File: src/rtl/fmv_pkg.sv
// Shared types for the FMV DDR path: master bundles, arbiter states.
package fmv_pkg;

  localparam int FMV_ADDR_W = 29;
  localparam int FMV_BURST_W = 8;
  localparam logic [3:0] DDR_CORE_BASE = 4'b0011;

  typedef enum logic [1:0] {
    ST_IDLE,
    ST_OWNED,
    ST_DRAIN,
    ST_GAP
  } arb_state_e;

  typedef struct packed {
    logic                   acquire;
    logic                   read;
    logic                   write;
    logic [FMV_ADDR_W-1:0]  addr;
    logic [FMV_BURST_W-1:0] burstcnt;
    logic [63:0]            wdata;
    logic [7:0]             byteenable;
  } ddr_master_req_s;

  typedef struct packed {
    logic        busy;
    logic        rdata_ready;
    logic [63:0] rdata;
  } ddr_master_rsp_s;

endpackage

File: src/rtl/ddr_beat_tracker.sv
// Outstanding read-beat counter with accept/return net update
// and a sticky flag for beats that arrive with nothing pending.
module ddr_beat_tracker #(
  parameter int BURST_W = 8
) (
  input  logic               i_clk,
  input  logic               i_rst_n,
  input  logic               i_accept,
  input  logic [BURST_W-1:0] i_burstcnt,
  input  logic               i_beat,
  output logic [BURST_W:0]   o_out_nxt,
  output logic               o_fits,
  output logic               o_beat_ok
);

  localparam int OW = BURST_W + 1;

  logic [OW-1:0] r_out;
  logic          r_err_stray;
  logic [OW:0]   w_sum;
  logic [OW-1:0] w_nxt;

  assign w_sum     = {1'b0, r_out} + {2'b0, i_burstcnt};
  assign o_fits    = !w_sum[OW];
  assign o_beat_ok = i_beat && (r_out != '0);
  assign o_out_nxt = w_nxt;

  always_comb begin
    w_nxt = r_out;
    if (i_accept) w_nxt = w_sum[OW-1:0];
    if (o_beat_ok) w_nxt = w_nxt - OW'(1);
  end

  always_ff @(posedge i_clk) begin
    if (!i_rst_n) begin
      r_out       <= '0;
      r_err_stray <= 1'b0;
    end else begin
      r_out <= w_nxt;
      if (i_beat && (r_out == '0)) r_err_stray <= 1'b1;
    end
  end

endmodule

File: src/rtl/ddr_read_arbiter.sv
// Three-master DDR port arbiter for the FMV path: M0 priority with
// a starvation cap, round-robin M1/M2, beat routing to the owner.
module ddr_read_arbiter
  import fmv_pkg::*;
#(
  parameter int ADDR_W        = FMV_ADDR_W,
  parameter int BURST_W       = FMV_BURST_W,
  parameter int M0_MAX_CONSEC = 4
) (
  input  logic               clkddr,
  input  logic               reset,
  input  logic               m0_acquire,
  input  logic               m0_read,
  input  logic               m0_write,
  input  logic [ADDR_W-1:0]  m0_addr,
  input  logic [BURST_W-1:0] m0_burstcnt,
  input  logic [63:0]        m0_wdata,
  input  logic [7:0]         m0_byteenable,
  output logic               m0_busy,
  output logic               m0_rdata_ready,
  output logic [63:0]        m0_rdata,
  output logic               m0_grant,
  input  logic               m1_acquire,
  input  logic               m1_read,
  input  logic               m1_write,
  input  logic [ADDR_W-1:0]  m1_addr,
  input  logic [BURST_W-1:0] m1_burstcnt,
  input  logic [63:0]        m1_wdata,
  input  logic [7:0]         m1_byteenable,
  output logic               m1_busy,
  output logic               m1_rdata_ready,
  output logic [63:0]        m1_rdata,
  output logic               m1_grant,
  input  logic               m2_acquire,
  input  logic               m2_read,
  input  logic               m2_write,
  input  logic [ADDR_W-1:0]  m2_addr,
  input  logic [BURST_W-1:0] m2_burstcnt,
  input  logic [63:0]        m2_wdata,
  input  logic [7:0]         m2_byteenable,
  output logic               m2_busy,
  output logic               m2_rdata_ready,
  output logic [63:0]        m2_rdata,
  output logic               m2_grant,
  output logic               ddr_acquire,
  output logic               ddr_read,
  output logic               ddr_write,
  output logic [ADDR_W-1:0]  ddr_addr,
  output logic [BURST_W-1:0] ddr_burstcnt,
  output logic [63:0]        ddr_wdata,
  output logic [7:0]         ddr_byteenable,
  input  logic               ddr_busy,
  input  logic               ddr_rdata_ready,
  input  logic [63:0]        ddr_rdata
);

  localparam int CW = $clog2(M0_MAX_CONSEC + 1);
  localparam logic [CW-1:0] MAXC = CW'(M0_MAX_CONSEC);

  ddr_master_req_s w_req [3];
  ddr_master_rsp_s w_rsp [3];
  ddr_master_req_s w_own;

  arb_state_e    r_state, w_state_nxt;
  logic [2:0]    r_grant, w_grant_nxt;
  logic [CW-1:0] r_consec, w_consec_nxt;
  logic          r_rr_m2, w_rr_nxt;

  logic [2:0]    w_acq;
  logic          w_owned;
  logic          w_fits;
  logic          w_beat_ok;
  logic          w_accept;
  logic          w_own_busy;
  logic          w_m0_wins;
  logic          w_pick_m2;
  logic [BURST_W:0] w_out_nxt;

  assign w_req[0] = '{m0_acquire, m0_read, m0_write, m0_addr,
                      m0_burstcnt, m0_wdata, m0_byteenable};
  assign w_req[1] = '{m1_acquire, m1_read, m1_write, m1_addr,
                      m1_burstcnt, m1_wdata, m1_byteenable};
  assign w_req[2] = '{m2_acquire, m2_read, m2_write, m2_addr,
                      m2_burstcnt, m2_wdata, m2_byteenable};

  assign w_acq = {w_req[2].acquire, w_req[1].acquire, w_req[0].acquire};

  always_comb begin
    w_own = '0;
    unique case (1'b1)
      r_grant[0]: w_own = w_req[0];
      r_grant[1]: w_own = w_req[1];
      r_grant[2]: w_own = w_req[2];
      default:    w_own = '0;
    endcase
  end

  assign w_owned = (r_state == ST_OWNED);

  // Reads that would overflow the beat counter are held off here.
  assign ddr_acquire    = w_owned;
  assign ddr_read       = w_owned && w_own.read && w_fits;
  assign ddr_write      = w_owned && w_own.write;
  assign ddr_addr       = w_owned ? w_own.addr : '0;
  assign ddr_burstcnt   = w_owned ? w_own.burstcnt : '0;
  assign ddr_wdata      = w_owned ? w_own.wdata : '0;
  assign ddr_byteenable = w_owned ? w_own.byteenable : '0;

  assign w_own_busy = ddr_busy || (w_own.read && !w_fits);
  assign w_accept   = ddr_read && !ddr_busy;

  always_comb begin
    for (int n = 0; n < 3; n++) begin
      w_rsp[n].busy        = !(w_owned && r_grant[n]) || w_own_busy;
      w_rsp[n].rdata_ready = w_beat_ok && r_grant[n];
      w_rsp[n].rdata       = ddr_rdata;
    end
  end

  assign m0_busy        = w_rsp[0].busy;
  assign m0_rdata_ready = w_rsp[0].rdata_ready;
  assign m0_rdata       = w_rsp[0].rdata;
  assign m1_busy        = w_rsp[1].busy;
  assign m1_rdata_ready = w_rsp[1].rdata_ready;
  assign m1_rdata       = w_rsp[1].rdata;
  assign m2_busy        = w_rsp[2].busy;
  assign m2_rdata_ready = w_rsp[2].rdata_ready;
  assign m2_rdata       = w_rsp[2].rdata;
  assign m0_grant       = r_grant[0];
  assign m1_grant       = r_grant[1];
  assign m2_grant       = r_grant[2];

  ddr_beat_tracker #(
    .BURST_W (BURST_W)
  ) u_trk (
    .i_clk      (clkddr),
    .i_rst_n    (reset),
    .i_accept   (w_accept),
    .i_burstcnt (w_own.burstcnt),
    .i_beat     (ddr_rdata_ready),
    .o_out_nxt  (w_out_nxt),
    .o_fits     (w_fits),
    .o_beat_ok  (w_beat_ok)
  );

  always_comb begin
    w_state_nxt  = r_state;
    w_grant_nxt  = r_grant;
    w_consec_nxt = r_consec;
    w_rr_nxt     = r_rr_m2;
    w_m0_wins    = w_acq[0] &&
                   ((r_consec < MAXC) || !(w_acq[1] || w_acq[2]));
    w_pick_m2    = r_rr_m2 ? w_acq[2] : !w_acq[1];
    unique case (r_state)
      ST_IDLE: begin
        if (|w_acq) begin
          w_state_nxt = ST_OWNED;
          if (w_m0_wins) begin
            w_grant_nxt = 3'b001;
            if (r_consec != MAXC) w_consec_nxt = r_consec + 1'b1;
          end else begin
            w_consec_nxt = '0;
            w_grant_nxt  = w_pick_m2 ? 3'b100 : 3'b010;
            w_rr_nxt     = !w_pick_m2;
          end
        end
      end
      ST_OWNED: begin
        if (!w_own.acquire) begin
          if (w_out_nxt == '0) begin
            w_state_nxt = ST_GAP;
            w_grant_nxt = '0;
          end else begin
            w_state_nxt = ST_DRAIN;
          end
        end
      end
      ST_DRAIN: begin
        if (w_out_nxt == '0) begin
          w_state_nxt = ST_GAP;
          w_grant_nxt = '0;
        end
      end
      ST_GAP:  w_state_nxt = ST_IDLE;
      default: w_state_nxt = ST_IDLE;
    endcase
  end

  always_ff @(posedge clkddr) begin
    if (!reset) begin
      r_state  <= ST_IDLE;
      r_grant  <= '0;
      r_consec <= '0;
      r_rr_m2  <= 1'b0;
    end else begin
      r_state  <= w_state_nxt;
      r_grant  <= w_grant_nxt;
      r_consec <= w_consec_nxt;
      r_rr_m2  <= w_rr_nxt;
    end
  end

endmodule

File: config.mk
export PLATFORM = sky130hd
export DESIGN_NAME = ddr_read_arbiter
export DESIGN_NICKNAME = d
export VERILOG_FILES = /design/src/rtl/fmv_pkg.sv /design/src/rtl/ddr_beat_tracker.sv /design/src/rtl/ddr_read_arbiter.sv
export SDC_FILE = /design/constraint.sdc
export NUM_CORES = 1
export LEC_CHECK = 0
export BUFFER_PORTS_ARGS = -buffer_cell sky130_fd_sc_hd__buf_2
export CAP_MARGIN = 20
export CORE_AREA = 8 8 269 271
export CTS_BUF_LIST = sky130_fd_sc_hd__clkbuf_4
export DETAILED_ROUTE_END_ITERATION = 6
export DIE_AREA = 0 0 277 279
export MAX_ROUTING_LAYER = met4
export PLACE_DENSITY = 0.36
export SLEW_MARGIN = 20
export SYNTH_ARGS = -nofsm -noshare
export SYNTH_HDL_FRONTEND = slang
export SYNTH_HIERARCHICAL = 1
export SYNTH_SLANG_ARGS = --single-unit
File: constraint.sdc
create_clock -name clkddr -period 4.9 [get_ports clkddr]
set_input_delay 0.245 -clock clkddr [delete_from_list [all_inputs] [get_ports clkddr]]
set_output_delay 0.245 -clock clkddr [all_outputs]
set_load 0.03 [all_outputs]
==> summary.txt, run 1 <==
Yosys
  – Leading area contributor after synthesis: buf_4
  – Number of synthesized flops with an enable pin: 0
  – Most frequent cell after synthesis: buf_4
  – Post-synth cell types: 64
  – Seq cells post-synth: 18
  – Syn Inst Count: 680
  – Syn_nets: 1,101
  – Avg Synthesized Cell Area: 7.38 sq um
  – Commonest cells post-synth: buf_4 (193), nor2_1 (117), a222oi_1 (110)
  – Post-Syn Area: 0.00502 sq mm
  – Warnings, synthesis: 6
  – Sequential-to-total area share from yosys stat: 7.18%
  – Dominant cells by area after synthesis: buf_4 (29%), a222oi_1 (22%), nor2_1 (8.7%), dfxtp_1 (7.2%), ha_1 (4.0%)
  – Post-synth ARST share: 0%
  – Yosys top cell area share: 28.9%
  – Ys flop type: dfxtp_1

Routing
  – Post-DR vias/cell: 3.65
  – Final wirelength: 39.0 mm
  – DR DRC count: 0
  – Wire per inst: 21.2 um
  – Iter 0 DRT Violations: 651
  – Router iterations before antenna repair: 6
  – Via count: 6,710
  – Post-route ant nets: 0

Die
  – Core Box Area: 0.0680 sq mm
  – Chip Height: 279 um
  – Initial Utilization: 7.39%
  – Ports: 717
  – Std cell rows: 96
  – Die area: 0.0773 sq mm
  – Die X: 277 um

GRT
  – GRT Util Overall: 9.48%
  – Vias in the first global route: 6,989
  – Total grt overflow: 0
  – First-pass GRT wire length: 52.8 mm
  – Antenna violations before repair: 18
  – Largest net degree at the start of global routing: 66

Cells and area
  – Share of layout cells above drive strength 1: 58.8%
  – Layout Cells excl Fill: 1,837
  – Layout net count: 1,369
  – Area added between synthesis and finish: 47.2%
  – Final instance area: 0.00739 sq mm
  – Post-layout util: 10.9%

Critical path
  – FF-to-FF path depth: 23
  – Worst Setup End Kind: flop
  – Worst endpoint data arrival time: 5.02 ns
  – Req. time, crit path: 5.10 ns
  – Startpoint Class: flop
  – Worst Path Max Fanout: 7
  – CP Class: reg -> reg

STA
  – F_max: 0.208 GHz
  – Final Skew: 0.00873 ns
  – Final setup fails: 0
  – Worst-margin pin slew: 0.890 ns
  – Fin. max-slew vios: 0
  – Fin. Hold Viols: 0
  – Clock period minus worst slack: 4.81 ns
  – Post-route fraction of the period consumed by the critical path: 98.3%
  – Final TNS setup: 0 ns
  – Slew HR: 40.7%
  – RSZ-0062 raised after global routing: true

Worst hold path
  – Class of the worst hold path: in -> reg
  – Worst Hold Depth: 3

Power and ir drop
  – Max VDD drop: 0.000208 V
  – LEAKAGE: 3.36 nW
  – Tot Pwr: 2.73 mW
  – PD cells: 369 mW/mm^2

Clock network
  – Clk sinks: 18
  – Htree depth: 1
  – Clk pin slew, worst setup/hold paths: 0.12 ns
  – CTS Hold Buffers Added: 0
  – Longest Clk Path Bufs: 2
  – Clock latency on the worst-skew pair: 0.30 ns
  – Total CTS buffers: 3
  – CTS tree: done
  – Root buffer cell: clkbuf_4

Placed design
  – Placed insts: 1,813
  – DP Area: 0.00711 sq mm
  – Routability Congestion: 0.845
  – Detailed Place HPWL: 34.4 mm
  – PortBufs: 460

Outcome
  – Outcome: finished, final reports clean

Run
  – Max cap viols: 0
-- through the flow --
step,setup WS [ns],hold WS [ns]
finish,0.0855,0.313
global route,-0.158,0.310
CTS,0.00855,0.294
detailed placement,-0.0572,0.490
global placement,0.0162,0.490
floorplan,0.00910,0.367
-- cell families (layout without fill, tap and decap cells) --
family,after synthesis,count (layout),share of synthesized area (%)
and+or+nand+nor,194,194,18.2
AOI/OAI and AO/OA,165,165,30.9
adders and majority gates,17,17,4.39
buffers and inverters,264,531,34.9
xor gates and xnor gates,12,12,2.09
other,0,8,0
DFF,18,18,7.18
muxes,10,10,2.29
-- critical path, cell delays in order, from the launching register on --
cell       delay [ns]
dfxtp_4          0.39
a222oi_1         0.43
inv_1            0.15
ha_4             0.24
a21o_1           0.16
a21oi_2          0.17
a21boi_2         0.09
o21a_1           0.19
o21a_1           0.18
o21ai_2          0.15
nand2b_1         0.10
nor3_2           0.24
clkbuf_16        0.21
buf_4            0.14
o221ai_1         0.11
o21ai_1          0.14
nand3_2          0.16
nor4b_4          0.34
xnor2_1          0.13
nor4_2           0.27
buf_4            0.18
a31oi_2          0.11
o31a_1           0.26
o21a_1           0.19
-- flip-flops by register name (all words and copies together), names as in the netlist --
| register | flops |
|---|---|
| r_consec | 3 |
| r_grant | 3 |
| u_trk/r_out | 9 |
| r_rr_m2 | 1 |
| r_state | 2 |
-- layout make-up --
type,instances,area [sq um]
Fill cell,8000,60600
Multi-Input combinational cell,398,3100
Timing Repair Buffer,510,2700
Tap cell,882,1100
Sequential cell,18,372
Inverter,17,71.3
Clock buffer,3,22.5
Antenna cell,8,20.0
Clock inverter,1,3.75
-- routing by layer --
layer	share of wire, %	global-route usage (%)
met2	45	15.1
met4	2.1	1.89
met3	13	4.33
met1	41	11.0
met5	0	-
-- power breakdown --
group	leakage, nW	switching, mW	total [mW]	internal, mW
combinational	3.19	1.41	2.36	0.955
sequential	0.150	0.0861	0.288	0.202
clock	0.0154	0.0491	0.0788	0.0296
-- placed cells by master, fill, tap and decap left out, drive strengths merged, types with 9 or more instances in the layout --
cell type,instances
a222oi,110
and2,11
buf,509
dfxtp,18
ha,16
inv,17
nand2,18
nand3,9
nor2,117
-- final timing paths --
kind | startpoint | to | slack, ns
worst min register to register | r_rr_m2 | r_rr_m2 | 0.56
worst min-delay path | m0_acquire | r_grant[0] | 0.31
worst max-delay path | r_grant[2] | r_state[0] | 0.09
worst max register to register | r_grant[2] | r_state[0] | 0.09
-- what timing repair did --
| action | 4_1_cts | 5_1_grt |
|---|---|---|
| endpoints found under the setup margin | 5 | 5 |
| gates cloned | 0 | 0 |
| buffers inserted | 1 | 11 |
| pin swaps | 2 | 18 |
| gates resized for setup | 1 | 28 |
No activity file was read; power rests on OpenSTA's default activity.
==> run 2, diff against run 1 <==
--- a/config.mk
+++ b/config.mk
@@ -5,14 +5,14 @@
 export SDC_FILE = /design/constraint.sdc
 export NUM_CORES = 1
 export LEC_CHECK = 0
-export BUFFER_PORTS_ARGS = -buffer_cell sky130_fd_sc_hd__buf_2
 export CAP_MARGIN = 20
-export CORE_AREA = 8 8 269 271
+export CORE_AREA = 8 8 271 273
 export CTS_BUF_LIST = sky130_fd_sc_hd__clkbuf_4
 export DETAILED_ROUTE_END_ITERATION = 6
-export DIE_AREA = 0 0 277 279
+export DIE_AREA = 0 0 279 281
+export DONT_BUFFER_PORTS = 1
 export MAX_ROUTING_LAYER = met4
-export PLACE_DENSITY = 0.36
+export PLACE_DENSITY = 0.3
 export SLEW_MARGIN = 20
 export SYNTH_ARGS = -nofsm -noshare
 export SYNTH_HDL_FRONTEND = slang
==> constraint.sdc (replaced) <==
create_clock -name clkddr -period 5.55 [get_ports clkddr]
set_input_delay 0.2775 -clock clkddr [delete_from_list [all_inputs] [get_ports clkddr]]
set_output_delay 0.2775 -clock clkddr [all_outputs]
set_load 0.03 [all_outputs]
==> run 2 against run 1 <==
The flow now finishes with violations (DRC). Final area shrank 35%. Die area grew 1.4%. Maximum frequency decreased by 7.1%. Non-clock buffer count decreased by 485. Hold slack worse by 0.24 ns. Critical path type unchanged. Critical endpoint unchanged. Largest cell class unchanged.
==> summary.txt, run 2 (synthesis results as in run 1) <==
Outcome
  – Outcome: finished, violations left (was finished, final reports clean)
  – Violated checks: DRC

Critical path
  – Startpoint Class: flop (unchanged)
  – FF-to-FF path depth: 25 (was 23)
  – R2R setup slack: 0.37 ns (was 0.09 ns)
  – RR Endpoint: r_state[0] (unchanged)
  – Worst endpoint data arrival time: 5.40 ns (was 5.02 ns)
  – Req. time, crit path: 5.77 ns (was 5.10 ns)
  – Worst Setup End Kind: flop (unchanged)
  – Worst r2r src: r_grant[2] (unchanged)
  – CP Class: reg -> reg (unchanged)
  – Worst Path Max Fanout: 9 (was 7)

STA
  – Slew HR: 34.4% (was 40.7%)
  – Worst-margin pin slew: 0.984 ns (was 0.890 ns)
  – Final Skew: 0.0200 ns (was 0.00873 ns)
  – Post-route fraction of the period consumed by the critical path: 93.4% (was 98.3%)
  – Fin. Hold Viols: 0 (unchanged)
  – Clock period minus worst slack: 5.18 ns (was 4.81 ns)
  – F_max: 0.193 GHz (was 0.208 GHz)
  – Final setup fails: 0 (unchanged)
  – Fin. max-slew vios: 0 (unchanged)

Power and ir drop
  – Tot Pwr: 2.02 mW (was 2.73 mW)
  – PD cells: 417 mW/mm^2 (was 369 mW/mm^2)
  – Max VDD drop: 0.000154 V (was 0.000208 V)
  – LEAKAGE: 1.20 nW (was 3.36 nW)

Placed design
  – PortBufs: 0 (was 460)
  – Detailed Place HPWL: 31.5 mm (was 34.4 mm)
  – Routability Congestion: 0.907 (was 0.845)

GRT
  – Vias in the first global route: 4,850 (was 6,989)
  – Met2 GRT Util: 13.0% (was 15.1%)
  – Antenna violations before repair: 24 (was 18)
  – Grt peak-use layer: met2 (unchanged)
  – Total grt overflow: 0 (unchanged)
  – Largest net degree at the start of global routing: 65 (was 66)
  – GR Layer Usage met1: 9.48% (was 11.0%)
  – Met3 GRT Util: 4.50% (was 4.33%)
  – GRT Util Overall: 8.49% (was 9.48%)
  – First-pass GRT wire length: 45.1 mm (was 52.8 mm)

Routing
  – Iter 0 DRT Violations: 918 (was 651)
  – Via count: 4,812 (was 6,710)
  – Post-route ant nets: 0 (unchanged)
  – Wire per inst: 24.9 um (was 21.2 um)
  – Post-DR vias/cell: 3.39 (was 3.65)
  – Router iterations before antenna repair: 7 (was 6)
  – DR DRC count: 32 (was 0)
  – Final wirelength: 35.4 mm (was 39.0 mm)

Clock network
  – Total CTS buffers: 3 (unchanged)
  – Clk sinks: 18 (unchanged)
  – CTS tree: done (unchanged)
  – Clock latency on the worst-skew pair: 0.33 ns (was 0.30 ns)
  – Clk pin slew, worst setup/hold paths: 0.15 ns (was 0.12 ns)
  – Root buffer cell: clkbuf_4 (unchanged)
  – Htree depth: 1 (unchanged)
  – Longest Clk Path Bufs: 2 (unchanged)

Die
  – Ports: 717 (unchanged)
  – Die X: 279 um (was 277 um)
  – Die area: 0.0784 sq mm (was 0.0773 sq mm)
  – Initial Utilization: 7.25% (was 7.39%)
  – Std cell rows: 97 (was 96)
  – Chip Height: 281 um (was 279 um)
  – Core Box Area: 0.0693 sq mm (was 0.0680 sq mm)

Cells and area
  – Commonest non-fill, non-tap cell in the layout: nor2_1 (was buf_2)
  – Commonest non-fill, non-tap cells in the layout: nor2_1 (117), a222oi_1 (110), buf_4 (23), nand2_1 (18) (was buf_2 (460), nor2_1 (116), a222oi_1 (110), buf_4 (48), nand2_1 (18))
  – Area added between synthesis and finish: -3.71% (was 47.2%)
  – Biggest regs: u_trk/r_out (9), r_consec (3), r_grant (3) (unchanged)
  – Post-layout util: 6.98% (was 10.9%)
  – Most flops, register: u_trk/r_out (unchanged)
  – Share of layout cells above drive strength 1: 11.9% (was 58.8%)
  – Layout net count: 884 (was 1,369)
  – Max reg flops: 9 (unchanged)

Worst hold path
  – Hold endpoint: u_trk/r_out[4] (was r_grant[0])
  – Hold path startpoint: reset (was m0_acquire)
  – Worst Hold Depth: 1 (was 3)
  – Class of the worst hold path: in -> reg (unchanged)

Run
  – Max cap viols: 0 (unchanged)
==> run 2: power breakdown <==
part | switching, mW | internal, mW
combinational | 1.10 | 0.587
sequential | 0.0663 | 0.178
clock | 0.0567 | 0.0263
total | 1.23 | 0.792
==> run 2: repair_timing <==
action / in CTS / in global routing
setup buffers: 0 / 9
gates resized for setup: 0 / 7
endpoints found under the setup margin: 0 / 5
hold buffers: 0 / 0
==> run 2: through the flow <==
stage / setup WS [ns] / cell area (sq um) / setup TNS (ns) / std cells / hold slack, ns
3_5_place_dp: 0.0917 / 4670 / 0 / 1389 / 0.417
2_1_floorplan: 0.420 / 5020 / 0 / 680 / 0.399
3_3_place_gp: 0.179 / 4670 / 0 / 1389 / 0.414
5_1_grt: -0.0141 / 4820 / -0.0143 / 1415 / 0.0555
6_report: 0.367 / 4830 / 0 / 1420 / 0.0725
4_1_cts: 0.0280 / 4690 / 0 / 1393 / 0.0673
==> run 2: per-layer routing <==
| layer | vias to the layer above | routed length, um |
|---|---|---|
| met1 | 2265 | 13600 |
| met5 | - | 0 |
| li1 | 1973 | - |
| met2 | 507 | 15200 |
| met4 | 0 | 1100 |
| met3 | 67 | 5480 |
==> run 2: critical path: stages, from the launching register on <==
cell and delay, ns:
dfxtp_4 0.40, a222oi_1 0.33, buf_4 0.18, inv_1 0.04, ha_1 0.37, a21o_1 0.20, a21oi_2 0.18, a21boi_1 0.12
o21a_1 0.18, o21a_1 0.16, o21ai_1 0.17, nand2b_1 0.12, nor3_2 0.15, buf_6 0.16, clkinvlp_4 0.12, buf_4 0.16
o2bb2ai_1 0.16, a211oi_4 0.25, o31a_2 0.23, nand4_1 0.11, nor2b_1 0.16, nor4_2 0.29, buf_4 0.17, a31oi_1 0.13
o31a_1 0.32, o21a_1 0.18
==> run 2: final cells by class <==
class                   count  area [sq um]
fillers                  8149         64500
multi-input cells         398          2940
well taps                 940          1180
flip-flops and latches     18           372
repair buffers             25           204
inverters                  17          67.6
diodes                     18          45.0
clock buffers               3          22.5
clock inverters             1          3.75
==> run 2: worst max path at each step <==
stage | cells past startpoint | endpoint | start | slack, ns
after global routing | 24 | r_state[0] | r_grant[2] | -0.01
after floorplan | 25 | r_state[0] | r_grant[2] | 0.42
final | 25 | r_state[0] | r_grant[2] | 0.37
after CTS | 23 | r_grant[1] | r_grant[2] | 0.03
after detailed placement | 23 | r_grant[1] | r_grant[2] | 0.09
after global placement | 23 | r_grant[1] | r_grant[1] | 0.18
==> run 3, diff against run 2 <==
--- a/config.mk
+++ b/config.mk
@@ -6,15 +6,14 @@
 export NUM_CORES = 1
 export LEC_CHECK = 0
 export CAP_MARGIN = 20
-export CORE_AREA = 8 8 271 273
+export CORE_AREA = 8 8 274 276
 export CTS_BUF_LIST = sky130_fd_sc_hd__clkbuf_4
 export DETAILED_ROUTE_END_ITERATION = 6
-export DIE_AREA = 0 0 279 281
+export DIE_AREA = 0 0 282 284
 export DONT_BUFFER_PORTS = 1
 export MAX_ROUTING_LAYER = met4
 export PLACE_DENSITY = 0.3
 export SLEW_MARGIN = 20
 export SYNTH_ARGS = -nofsm -noshare
 export SYNTH_HDL_FRONTEND = slang
-export SYNTH_HIERARCHICAL = 1
 export SYNTH_SLANG_ARGS = --single-unit
==> run 3 against run 2 <==
Combinational power about the same. Utilization down 0.062 points. Clock power down 10%. Routed wire length down 8.5%. Synthesized cell count up 6.0%. Final cell count up 2.3%. Setup slack better by 0.21 ns. Area after synthesis up 3.0%. Clock-buffer cell count unchanged. The flow still finishes with violations (DRC).
==> summary.txt, run 3 <==
Power and ir drop
  – Max VDD drop: 0.000208 V (was 0.000154 V)
  – LEAKAGE: 1.23 nW (was 1.20 nW)
  – PD cells: 421 mW/mm^2 (was 417 mW/mm^2)

Outcome
  – Outcome: finished, violations left (unchanged)
  – Violated checks: DRC (unchanged)

Die
  – Die X: 282 um (was 279 um)
  – Std cell rows: 98 (was 97)
  – Initial Utilization: 7.31% (was 7.25%)
  – Ports: 717 (unchanged)
  – Die area: 0.0801 sq mm (was 0.0784 sq mm)
  – Core Box Area: 0.0708 sq mm (was 0.0693 sq mm)
  – Chip Height: 284 um (was 281 um)

Cells and area
  – Biggest regs: u_trk.r_out (9), r_consec (3), r_grant (3) (was u_trk/r_out (9), r_consec (3), r_grant (3))
  – Area added between synthesis and finish: -5.44% (was -3.71%)
  – Layout net count: 903 (was 884)
  – Most flops, register: u_trk.r_out (was u_trk/r_out)
  – FILL cells: 8,352 (was 8,149)
  – Commonest non-fill, non-tap cells in the layout: nor2_1 (125), a222oi_1 (108), nand2_1 (22) (was nor2_1 (117), a222oi_1 (110), buf_4 (23), nand2_1 (18))
  – Max reg flops: 9 (unchanged)
  – Commonest non-fill, non-tap cell in the layout: nor2_1 (unchanged)
  – Share of layout cells above drive strength 1: 7.47% (was 11.9%)

Yosys
  – Dominant cells by area after synthesis: buf_4 (28%), a222oi_1 (21%), nor2_1 (9.1%), dfxtp_1 (7.0%), ha_1 (3.6%) (was buf_4 (29%), a222oi_1 (22%), nor2_1 (8.7%), dfxtp_1 (7.2%), ha_1 (4.0%))
  – Leading area contributor after synthesis: buf_4 (unchanged)
  – Avg Synthesized Cell Area: 7.18 sq um (was 7.38 sq um)
  – Number of synthesized flops with an enable pin: 0 (unchanged)
  – Post-synth ARST share: 0% (unchanged)
  – Yosys top cell area share: 27.9% (was 28.9%)
  – Warnings, synthesis: 0 (was 6)
  – Ys flop type: dfxtp_1 (unchanged)
  – Syn_nets: 1,141 (was 1,101)
  – Sequential-to-total area share from yosys stat: 6.96% (was 7.18%)
  – Post-synth cell types: 72 (was 64)
  – Most frequent cell after synthesis: buf_4 (unchanged)
  – Post-Syn Area: 0.00517 sq mm (was 0.00502 sq mm)
  – Syn Inst Count: 721 (was 680)
  – Seq cells post-synth: 18 (unchanged)
  – Commonest cells post-synth: buf_4 (192), nor2_1 (125), a222oi_1 (108) (was buf_4 (193), nor2_1 (117), a222oi_1 (110))

Placed design
  – PortBufs: 0 (unchanged)
  – Detailed Place HPWL: 28.6 mm (was 31.5 mm)
  – Pre-CTS WS: 0.684 ns (was 0.0917 ns)
  – Routability Congestion: 0.808 (was 0.907)

Routing
  – Iter 0 DRT Violations: 788 (was 918)
  – Via count: 4,996 (was 4,812)
  – Post-DR vias/cell: 3.44 (was 3.39)
  – Wire per inst: 22.3 um (was 24.9 um)
  – Final wirelength: 32.4 mm (was 35.4 mm)
  – Met3 WL post-DR: 4.78 mm (was 5.48 mm)
  – Post-route ant nets: 0 (unchanged)
  – Top sig layer: met4 (unchanged)
  – Router iterations before antenna repair: 7 (unchanged)
  – Met2 wire length: 15.8 mm (was 15.2 mm)
  – Post-Route M1 WL: 10.6 mm (was 13.6 mm)
  – DR DRC count: 9 (was 32)

GRT
  – Total grt overflow: 0 (unchanged)
  – Antenna violations before repair: 19 (was 24)
  – Vias in the first global route: 5,124 (was 4,850)
  – First-pass GRT wire length: 41.4 mm (was 45.1 mm)
  – Largest net degree at the start of global routing: 104 (was 65)
  – GRT Util Overall: 7.42% (was 8.49%)

Clock network
  – Clk sinks: 18 (unchanged)
  – Post-CTS setup buffer count: 0 (unchanged)
  – Root buffer cell: clkbuf_4 (unchanged)
  – Longest Clk Path Bufs: 2 (unchanged)
  – Total CTS buffers: 3 (unchanged)
  – Post-CTS sizing: 0 (unchanged)
  – Htree depth: 1 (unchanged)
  – Clock latency on the worst-skew pair: 0.32 ns (was 0.33 ns)
  – CTS Hold Buffers Added: 0 (unchanged)
  – CTS tree: done (unchanged)
  – Clk pin slew, worst setup/hold paths: 0.12 ns (was 0.15 ns)

Critical path
  – Buffers and inverters on the worst path: 1 (was 6)
  – Req. time, crit path: 5.82 ns (was 5.77 ns)
  – CP Class: reg -> reg (unchanged)
  – Worst r2r src: r_grant[1] (was r_grant[2])
  – Top delay family on crit path: compound AO/OA/AOI/OAI gates (unchanged)
  – Worst endpoint data arrival time: 5.24 ns (was 5.40 ns)
  – Ordered cell list for the critical path: a222oi_1, inv_1, ha_1, a211oi_2, o21ai_1, a31o_2, mux2i_1, ha_1, nand3_1, or3_1, o311ai_0, nand3b_1, and2_1, or4_1, nand3_1
  – Worst Path Max Fanout: 18 (was 9)
  – Critical Path Max Stage Delay: 0.63 ns (was 0.40 ns)
  – Slowest stage cell, crit path: a222oi_1 (was dfxtp_4)
  – Critical Path Source: r_grant[1] (was r_grant[2])
  – Worst Setup End Kind: flop (unchanged)
  – Startpoint Class: flop (unchanged)

STA
  – F_max: 0.201 GHz (was 0.193 GHz)
  – Clock period minus worst slack: 4.97 ns (was 5.18 ns)
  – Fin. max-slew vios: 0 (unchanged)
  – Final Skew: 0.00719 ns (was 0.0200 ns)
  – Slew HR: 26.4% (was 34.4%)
  – Final TNS setup: 0 ns (unchanged)
  – WHS: 0.0942 ns (was 0.0725 ns)
  – Worst-margin pin slew: 1.10 ns (was 0.984 ns)
  – Setup slack after layout: 0.582 ns (was 0.367 ns)
  – Final setup fails: 0 (unchanged)
  – Post-route fraction of the period consumed by the critical path: 89.5% (was 93.4%)
  – Fin. Hold Viols: 0 (unchanged)
  – RSZ-0062 raised after global routing: false

Worst hold path
  – Hold path startpoint: reset (unchanged)
  – Class of the worst hold path: in -> reg (unchanged)

Run
  – Max cap viols: 0 (unchanged)
==> run 3: changes by cell type in the layout (fill, tap and decap cells not counted), sizes merged, moves of 5 or more <==
cell / delta
nor2: +8
buf: -18
nand2b: -7
o21ai: +6
or2: +5
and2: +6
mux2i: -5
a21o: -5
==> run 3: path summary, 6_finish.rpt <==
| kind | endpoint | slack, ns | depth (start not counted) |
|---|---|---|---|
| worst max-delay path | r_state[1] | 0.58 | 15 |
| worst min-delay path | r_rr_m2 | 0.09 | 2 |
| worst max register to register | r_state[1] | 0.58 | 15 |
| worst min register to register | r_consec[1] | 0.55 | 2 |
==> run 3: where the power goes <==
part | switching (mW) | total (mW) | internal (mW)
Combinational | 1.08 | 1.70 | 0.626
Clock | 0.0480 | 0.0743 | 0.0264
Sequential | 0.107 | 0.284 | 0.178
==> run 3: worst reg2reg max path, stage by stage (launching register included) <==
cell and delay, ns:
dfxtp_4 0.43, a222oi_1 0.63, inv_1 0.11, ha_1 0.31
a211oi_2 0.33, o21ai_1 0.22, a31o_2 0.42, mux2i_1 0.30
ha_1 0.26, nand3_1 0.10, or3_1 0.36, o311ai_0 0.45
nand3b_1 0.17, and2_1 0.23, or4_1 0.51, nand3_1 0.09
==> run 3: metal layers <==
layer	track usage [%]	vias up
met3	4.10	72
met4	3.13	0
met2	12.7	516
met1	6.75	2315
met5	-	-
li1	-	2093
==> run 3: area by class of cell <==
cell class                      count  area, sq um  share of cell area [%]
Multi-Input combinational cell    438         3100                    63.4
Tap cell                          950         1190                    24.3
Sequential cell                    18          372                    7.60
Timing Repair Buffer                7         96.3                    1.97
Inverter                           15         56.3                    1.15
Antenna cell                       21         52.6                    1.07
Clock buffer                        3         22.5                   0.460
Clock inverter                      1         3.75                  0.0767
==> run 3: logic make-up (layout without fill, tap and decap cells) <==
| group | after synthesis | in the layout | synth area share [%] |
|---|---|---|---|
| AND/OR/NAND/NOR | 216 | 216 | 19.6 |
| XOR/XNOR | 17 | 17 | 2.88 |
| other | 0 | 21 | 0 |
| buffers and inverters | 265 | 26 | 33.4 |
| flip-flops | 18 | 18 | 6.97 |
| multiplexers | 3 | 3 | 0.580 |
| AO/OA/AOI/OAI | 186 | 186 | 32.6 |
| adder cells (fa/ha/maj) | 16 | 16 | 4.01 |
==> run 3: through the flow <==
stage	utilization (%)	power, mW	std cells	instance area (sq um)
after floorplan	-	1.86	721	5170
after global placement	6.71	1.95	1426	4750
after detailed placement	6.72	1.96	1426	4750
after CTS	6.76	2.05	1430	4780
after global routing	6.91	2.23	1452	4890
final	6.91	2.06	1453	4890
